File: src/rtl/fpmul_rr_arbiter.sv
// rtl/fpmul_rr_arbiter.sv - round-robin arbiter sharing one multi-cycle FP multiplier (optional FPMUL_ZERO_BYPASS_EN)
module fpmul_rr_arbiter #(
  parameter int N_REQ = 4,
  parameter int W     = 32,
  parameter int IDW   = ($clog2(N_REQ) > 0) ? $clog2(N_REQ) : 1
) (
  input  logic               clk,
  input  logic               rst_n,
  input  logic [N_REQ-1:0]   req_valid,
  output logic [N_REQ-1:0]   req_ready,
  input  logic [N_REQ*W-1:0] req_a,
  input  logic [N_REQ*W-1:0] req_b,
  output logic               rsp_valid,
  output logic [IDW-1:0]     rsp_id,
  output logic [W-1:0]       rsp_y,
  input  logic               rsp_ready,
  output logic               mul_start,
  output logic [W-1:0]       mul_a,
  output logic [W-1:0]       mul_b,
  input  logic               mul_busy,
  input  logic               mul_ready,
  input  logic [W-1:0]       mul_y
);

  typedef enum logic [1:0] {
    S_IDLE  = 2'd0,
    S_ISSUE = 2'd1,
    S_WAIT  = 2'd2,
    S_RESP  = 2'd3
  } state_t;

  localparam logic [IDW-1:0] C_LAST = IDW'(N_REQ - 1);

  state_t             r_state;
  state_t             w_state_nxt;
  logic [IDW-1:0]     r_ptr;
  logic               r_seen_busy;
  logic               r_rsp_valid;
  logic [IDW-1:0]     r_rsp_id;
  logic [W-1:0]       r_rsp_y;
  logic [W-1:0]       r_mul_a;
  logic [W-1:0]       r_mul_b;

  logic [N_REQ-1:0]   w_rot;
  logic [IDW-1:0]     w_grant_idx;
  logic [IDW-1:0]     w_ptr_nxt;
  logic               w_grant_en;
  logic               w_capture;
  logic               w_mul_start;
  logic [N_REQ-1:0]   w_req_ready;
  logic [W-1:0]       w_sel_a;
  logic [W-1:0]       w_sel_b;

`ifdef FPMUL_ZERO_BYPASS_EN
  logic               w_bypass;
  logic [7:0]         w_exp_a;
  logic [7:0]         w_exp_b;
`endif

  // Rotate the request vector so bit 0 is the requester the pointer names
  assign w_rot = N_REQ'({req_valid, req_valid} >> r_ptr);

  // First pending requester at or after the pointer, wrapping back to 0
  always_comb begin
    int t;
    w_grant_idx = '0;
    t = 0;
    for (int k = N_REQ - 1; k >= 0; k--) begin
      if (w_rot[k]) begin
        t = int'(r_ptr) + k;
        if (t >= N_REQ) t = t - N_REQ;
        w_grant_idx = IDW'(t);
      end
    end
  end

  // Operand mux for the lane about to be granted
  always_comb begin
    w_sel_a = '0;
    w_sel_b = '0;
    for (int i = 0; i < N_REQ; i++) begin
      if (w_grant_idx == IDW'(i)) begin
        w_sel_a = req_a[i*W +: W];
        w_sel_b = req_b[i*W +: W];
      end
    end
  end

`ifdef FPMUL_ZERO_BYPASS_EN
  // Zero/denormal times finite is a signed zero; NaN/Inf still go to the multiplier
  assign w_exp_a  = w_sel_a[W-2 -: 8];
  assign w_exp_b  = w_sel_b[W-2 -: 8];
  assign w_bypass = ((w_exp_a == 8'h00) || (w_exp_b == 8'h00)) &&
                    (w_exp_a != 8'hFF) && (w_exp_b != 8'hFF);
`endif

  // Only one operation in flight; the multiplier being busy also blocks grants
  assign w_grant_en = (r_state == S_IDLE) && (|req_valid) && !mul_busy;

  // Ready from the multiplier counts only once busy has been observed for this op
  assign w_capture  = r_seen_busy && mul_ready && !mul_busy;

  assign w_ptr_nxt  = (w_grant_idx == C_LAST) ? '0 : w_grant_idx + 1'b1;

  // Next-state and combinational handshake outputs
  always_comb begin
    w_state_nxt = r_state;
    w_mul_start = 1'b0;
    w_req_ready = '0;
    case (r_state)
      S_IDLE: begin
        if (w_grant_en) begin
          w_req_ready[w_grant_idx] = 1'b1;
`ifdef FPMUL_ZERO_BYPASS_EN
          w_state_nxt = w_bypass ? S_RESP : S_ISSUE;
`else
          w_state_nxt = S_ISSUE;
`endif
        end
      end
      S_ISSUE: begin
        w_mul_start = 1'b1;
        w_state_nxt = S_WAIT;
      end
      S_WAIT: begin
        if (w_capture) w_state_nxt = S_RESP;
      end
      S_RESP: begin
        if (rsp_ready) w_state_nxt = S_IDLE;
      end
      default: w_state_nxt = S_IDLE;
    endcase
  end

  // State register
  always_ff @(posedge clk or negedge rst_n) begin
    if (!rst_n) r_state <= S_IDLE;
    else        r_state <= w_state_nxt;
  end

  // Datapath: pointer, operand capture, busy tracking and response holding
  always_ff @(posedge clk or negedge rst_n) begin
    if (!rst_n) begin
      r_ptr       <= '0;
      r_seen_busy <= 1'b0;
      r_rsp_valid <= 1'b0;
      r_rsp_id    <= '0;
      r_rsp_y     <= '0;
      r_mul_a     <= '0;
      r_mul_b     <= '0;
    end else begin
      case (r_state)
        S_IDLE: begin
          if (w_grant_en) begin
            r_ptr    <= w_ptr_nxt;
            r_rsp_id <= w_grant_idx;
`ifdef FPMUL_ZERO_BYPASS_EN
            if (w_bypass) begin
              r_rsp_y     <= {w_sel_a[W-1] ^ w_sel_b[W-1], {(W-1){1'b0}}};
              r_rsp_valid <= 1'b1;
            end else begin
              r_mul_a <= w_sel_a;
              r_mul_b <= w_sel_b;
            end
`else
            r_mul_a <= w_sel_a;
            r_mul_b <= w_sel_b;
`endif
          end
        end
        S_ISSUE: begin
          r_seen_busy <= 1'b0;
        end
        S_WAIT: begin
          if (mul_busy) r_seen_busy <= 1'b1;
          if (w_capture) begin
            r_rsp_y     <= mul_y;
            r_rsp_valid <= 1'b1;
          end
        end
        S_RESP: begin
          if (rsp_ready) r_rsp_valid <= 1'b0;
        end
        default: ;
      endcase
    end
  end

  assign req_ready = rst_n ? w_req_ready : '0;
  assign mul_start = w_mul_start;
  assign mul_a     = r_mul_a;
  assign mul_b     = r_mul_b;
  assign rsp_valid = r_rsp_valid;
  assign rsp_id    = r_rsp_id;
  assign rsp_y     = r_rsp_y;

endmodule

File: config.mk
export PLATFORM = sky130hd
export DESIGN_NAME = fpmul_rr_arbiter
export DESIGN_NICKNAME = d
export VERILOG_FILES = /design/src/rtl/fpmul_rr_arbiter.sv
export SDC_FILE = /design/constraint.sdc
export NUM_CORES = 1
export LEC_CHECK = 0
export CAP_MARGIN = 20
export CORE_AREA = 2 2 155 157
export DETAILED_ROUTE_END_ITERATION = 16
export DIE_AREA = 0 0 157 159
export GPL_TIMING_DRIVEN = 0
export PLACE_DENSITY = 0.68
export SLEW_MARGIN = 40
export SYNTH_ARGS = -nofsm -noshare
export SYNTH_HDL_FRONTEND = slang
export SYNTH_SLANG_ARGS = --single-unit
File: constraint.sdc
create_clock -name clk -period 2.4 [get_ports clk]
set_clock_uncertainty 0.15 [all_clocks]
set_input_delay 0.24 -clock clk [delete_from_list [all_inputs] [get_ports clk]]
set_output_delay 0.24 -clock clk [all_outputs]
set_load 0.01 [all_outputs]
==> impl_metrics.env <==
export IMPL_path_buf_inv=6
export IMPL_worst_path_dominant_cell_family="buffers and inverters"
export IMPL_die_area_sq_mm=0.0250
export IMPL_die_h_um=159
export IMPL_route_detailed_drc=0
export IMPL_status="complete, but fails checks"
export IMPL_dpl_instance_area_sq_mm=0.0104
export IMPL_synth_distinct_cells=32
export IMPL_max_cap_viol_count=0
export IMPL_use_met2_pct=36.4
export IMPL_final_common_cell="clkdlybuf4s50_1"
export IMPL_hp_class="input port to asynchronous set/reset pin"
export IMPL_synth_cells=635
export IMPL_ys_seq_area_share_pct=43.3
export IMPL_numCtsBuffers=9
export IMPL_p_leak_uw=0.00484
export IMPL_port_buffers=400
export IMPL_core_area_sq_mm=0.0232
export IMPL_fin_crit_ns=2.62
export IMPL_grt_pass1_vias=6997
export IMPL_drt_first_pass_iters=6
export IMPL_vias=6826
export IMPL_root_buffer="clkbuf_16"
export IMPL_layout_common_cells="392 x clkdlybuf4s50_1, 104 x dfrtp_1, 71 x inv_1"
export IMPL_worstSetupStartpoint="r_ptr[1]"
export IMPL_grt_antenna_before_repair=0
export IMPL_rsz0062_at_grt="true"
export IMPL_antennaDiodeCount=0
export IMPL_syn_num_nets=941
export IMPL_dr_first_iter_drc_count=318
export IMPL_fp_dieW_um=157
export IMPL_worst_setup_path_type="flop to output pin"
export IMPL_reg2reg_from="r_ptr[1]"
export IMPL_critPathMostFrequentCell="buf_6"
export IMPL_tightest_slew_ns=0.643
export IMPL_busiest_layer="met2"
export IMPL_avgSynthCellArea_sq_um=9.47
export IMPL_fin_crit_sh_pct=109
export IMPL_drive_above_1_share_pct=16.2
export IMPL_slew_violations=0
export IMPL_place_congestion=0.859
export IMPL_crit_fanout=5
export IMPL_wire_per_inst_um=19.5
export IMPL_clk_latency_ns=0.35
export IMPL_cp_cell_sequence="nand3b_1, o21ai_1, a221oi_2, buf_4, buf_6, inv_4, ha_4, buf_12, buf_8, and3_4, buf_6"
export IMPL_violations="setup timing"
export IMPL_ant_nets=0
export IMPL_endpoint_kind="output pin"
export IMPL_cts_htree_levels=3
export IMPL_grt_max_degree=68
export IMPL_critPathMaxStageDelay_ns=0.43
export IMPL_synthArstFlopShare_pct=100
export IMPL_synth_seq_cells=104
export IMPL_vias_per_cell=4.89
export IMPL_setup_viol=67
export IMPL_worst_slack_ns=-0.220
export IMPL_arrival_ns=2.23
export IMPL_grt_pass1_wl_um=40200
export IMPL_syn_to_final_growth_pct=93.8
export IMPL_gr_usage_met1_pct=24.2
export IMPL_pwr_density_cell_mw_per_mm2=1110
export IMPL_ys_warnings_count=0
export IMPL_stdcell_area_sq_mm=0.0116
export IMPL_synth_ff_type="dfrtp_1"
export IMPL_pin_count=401
export IMPL_start_kind="flop"
export IMPL_max_slew_margin_pct=57.2
export IMPL_finalNetCount=1378
export IMPL_timing_fmax_mhz=382
export IMPL_hpwlAfterDp_um=20300
export IMPL_finalWirelength_um=27300
export IMPL_synth_edf_count=0
export IMPL_met3_usage_pct=5.36
export IMPL_clkTransAtPathRegs_ns=0.09
export IMPL_start_util_pct=25.9
export IMPL_clock_path_buffers=2
export IMPL_ir_worst_vdd_mv=0.428
export IMPL_required_ns=2.01
export IMPL_clock_sinks=104
export IMPL_grt_overflow=0
export IMPL_hold_violations=0
export IMPL_rows=56
export IMPL_slowest_stage="dfrtp_1"
export IMPL_grt_use_total_pct=21.0
export IMPL_synth_area_sq_mm=0.00601
export IMPL_total_power_uw=12900
export IMPL_tritoncts="done"
==> registers in the layout (all words and copies together) (netlist names) <==
signal	count
rsp_valid	1
r_state	2
r_ptr	2
r_seen_busy	1
mul_b	32
rsp_y	32
rsp_id	2
mul_a	32
==> layout make-up <==
class,count,area (sq um)
Tap cell,319,399
Clock buffer,10,229
Fill cell,2174,11500
Multi-Input combinational cell,398,3270
Inverter,73,279
Timing Repair Buffer,427,4280
Buffer,59,529
Clock inverter,6,61.3
Sequential cell,104,2600
==> worst paths after layout <==
kind / to / slack, ns / depth (start not counted)
worst min-delay path: rsp_y[24] / 0.20 / 2
worst min register to register: rsp_id[0] / 0.34 / 1
worst max register to register: mul_a[21] / -0.18 / 13
max in group asynchronous: mul_b[7] / 1.22 / 3
worst max-delay path: req_ready[1] / -0.22 / 11
min in group clk: mul_a[1] / 0.29 / 3
==> cell families after synthesis <==
kind of cell	Yosys count	share of synthesized area, %
buffers and inverters	133	10.4
DFF	104	43.3
muxes	37	6.89
and+or+nand+nor	142	9.55
AOI/OAI and AO/OA	210	28.0
adders and majority gates	9	1.87
==> worst register-to-register path: stages, from the launching register on <==
cell and delay, ns:
dfrtp_1 0.43, nand3b_1 0.10, o21ai_1 0.07, a221oi_2 0.28
buf_4 0.18, buf_6 0.10, inv_4 0.04, ha_4 0.17
nor2b_4 0.13, buf_12 0.17, buf_12 0.17, a221oi_2 0.07
a211o_1 0.28, a31oi_1 0.19
==> cells in the mapped netlist (4+ instances only) <==
cell      instances  area share [%]
and3_1            4            0.42
a211o_1          63             9.2
ha_1              9             1.9
buf_2            28             2.3
o21ai_0           8            0.67
a221oi_2         10             2.5
a221oi_1         54             7.9
a31oi_1          64             6.7
a21oi_1           5            0.42
buf_8             5             1.2
dfrtp_1         104              43
inv_1            73             4.6
nand2_1          67             4.2
nor2_1           66             4.1
mux2_1           32             6.0
clkbuf_1         22             1.4
==> layer usage <==
| metal | part of all wire [%] | wire (um) |
|---|---|---|
| met3 | 7.9 | 2160 |
| met2 | 49 | 13400 |
| met4 | 3.8 | 1050 |
| met5 | 0 | 0 |
| met1 | 39 | 10700 |
==> report_power, final <==
part	internal, uW	leakage [uW]	switching, uW
Combinational	4440	0.00350	3850
Clock	735	0.000139	762
Sequential	2650	0.00121	484
Total	7820	0.00484	5100
==> metrics by stage <==
| step | setup WS, ns | hold WS, ns | instances | utilization, % | TNS [ns] |
|---|---|---|---|---|---|
| 6_report | -0.220 | 0.195 | 1396 | 50.2 | -9.68 |
| 5_1_grt | -0.351 | 0.223 | 1396 | 50.2 | -19.60 |
| 4_1_cts | -0.197 | 0.212 | 1391 | 49.2 | -9.08 |
| 3_5_place_dp | -1.23 | 0.00752 | 1355 | 45.0 | -59.43 |
| 3_3_place_gp | -3.64 | 0.318 | 1354 | 44.9 | -431.02 |
| 2_1_floorplan | 0.00157 | -0.206 | 635 | - | 0 |
==> repair_timing <==
item                                   CTS  global route
setup endpoints to repair               68            68
buffers inserted                        19             6
pin swaps                               24            23
resized for setup                      137            43
gates cloned                             0             1
endpoints found under the hold margin   39             0
hold buffers                             1             0
Note: power is estimated with default switching activity, not from simulation.
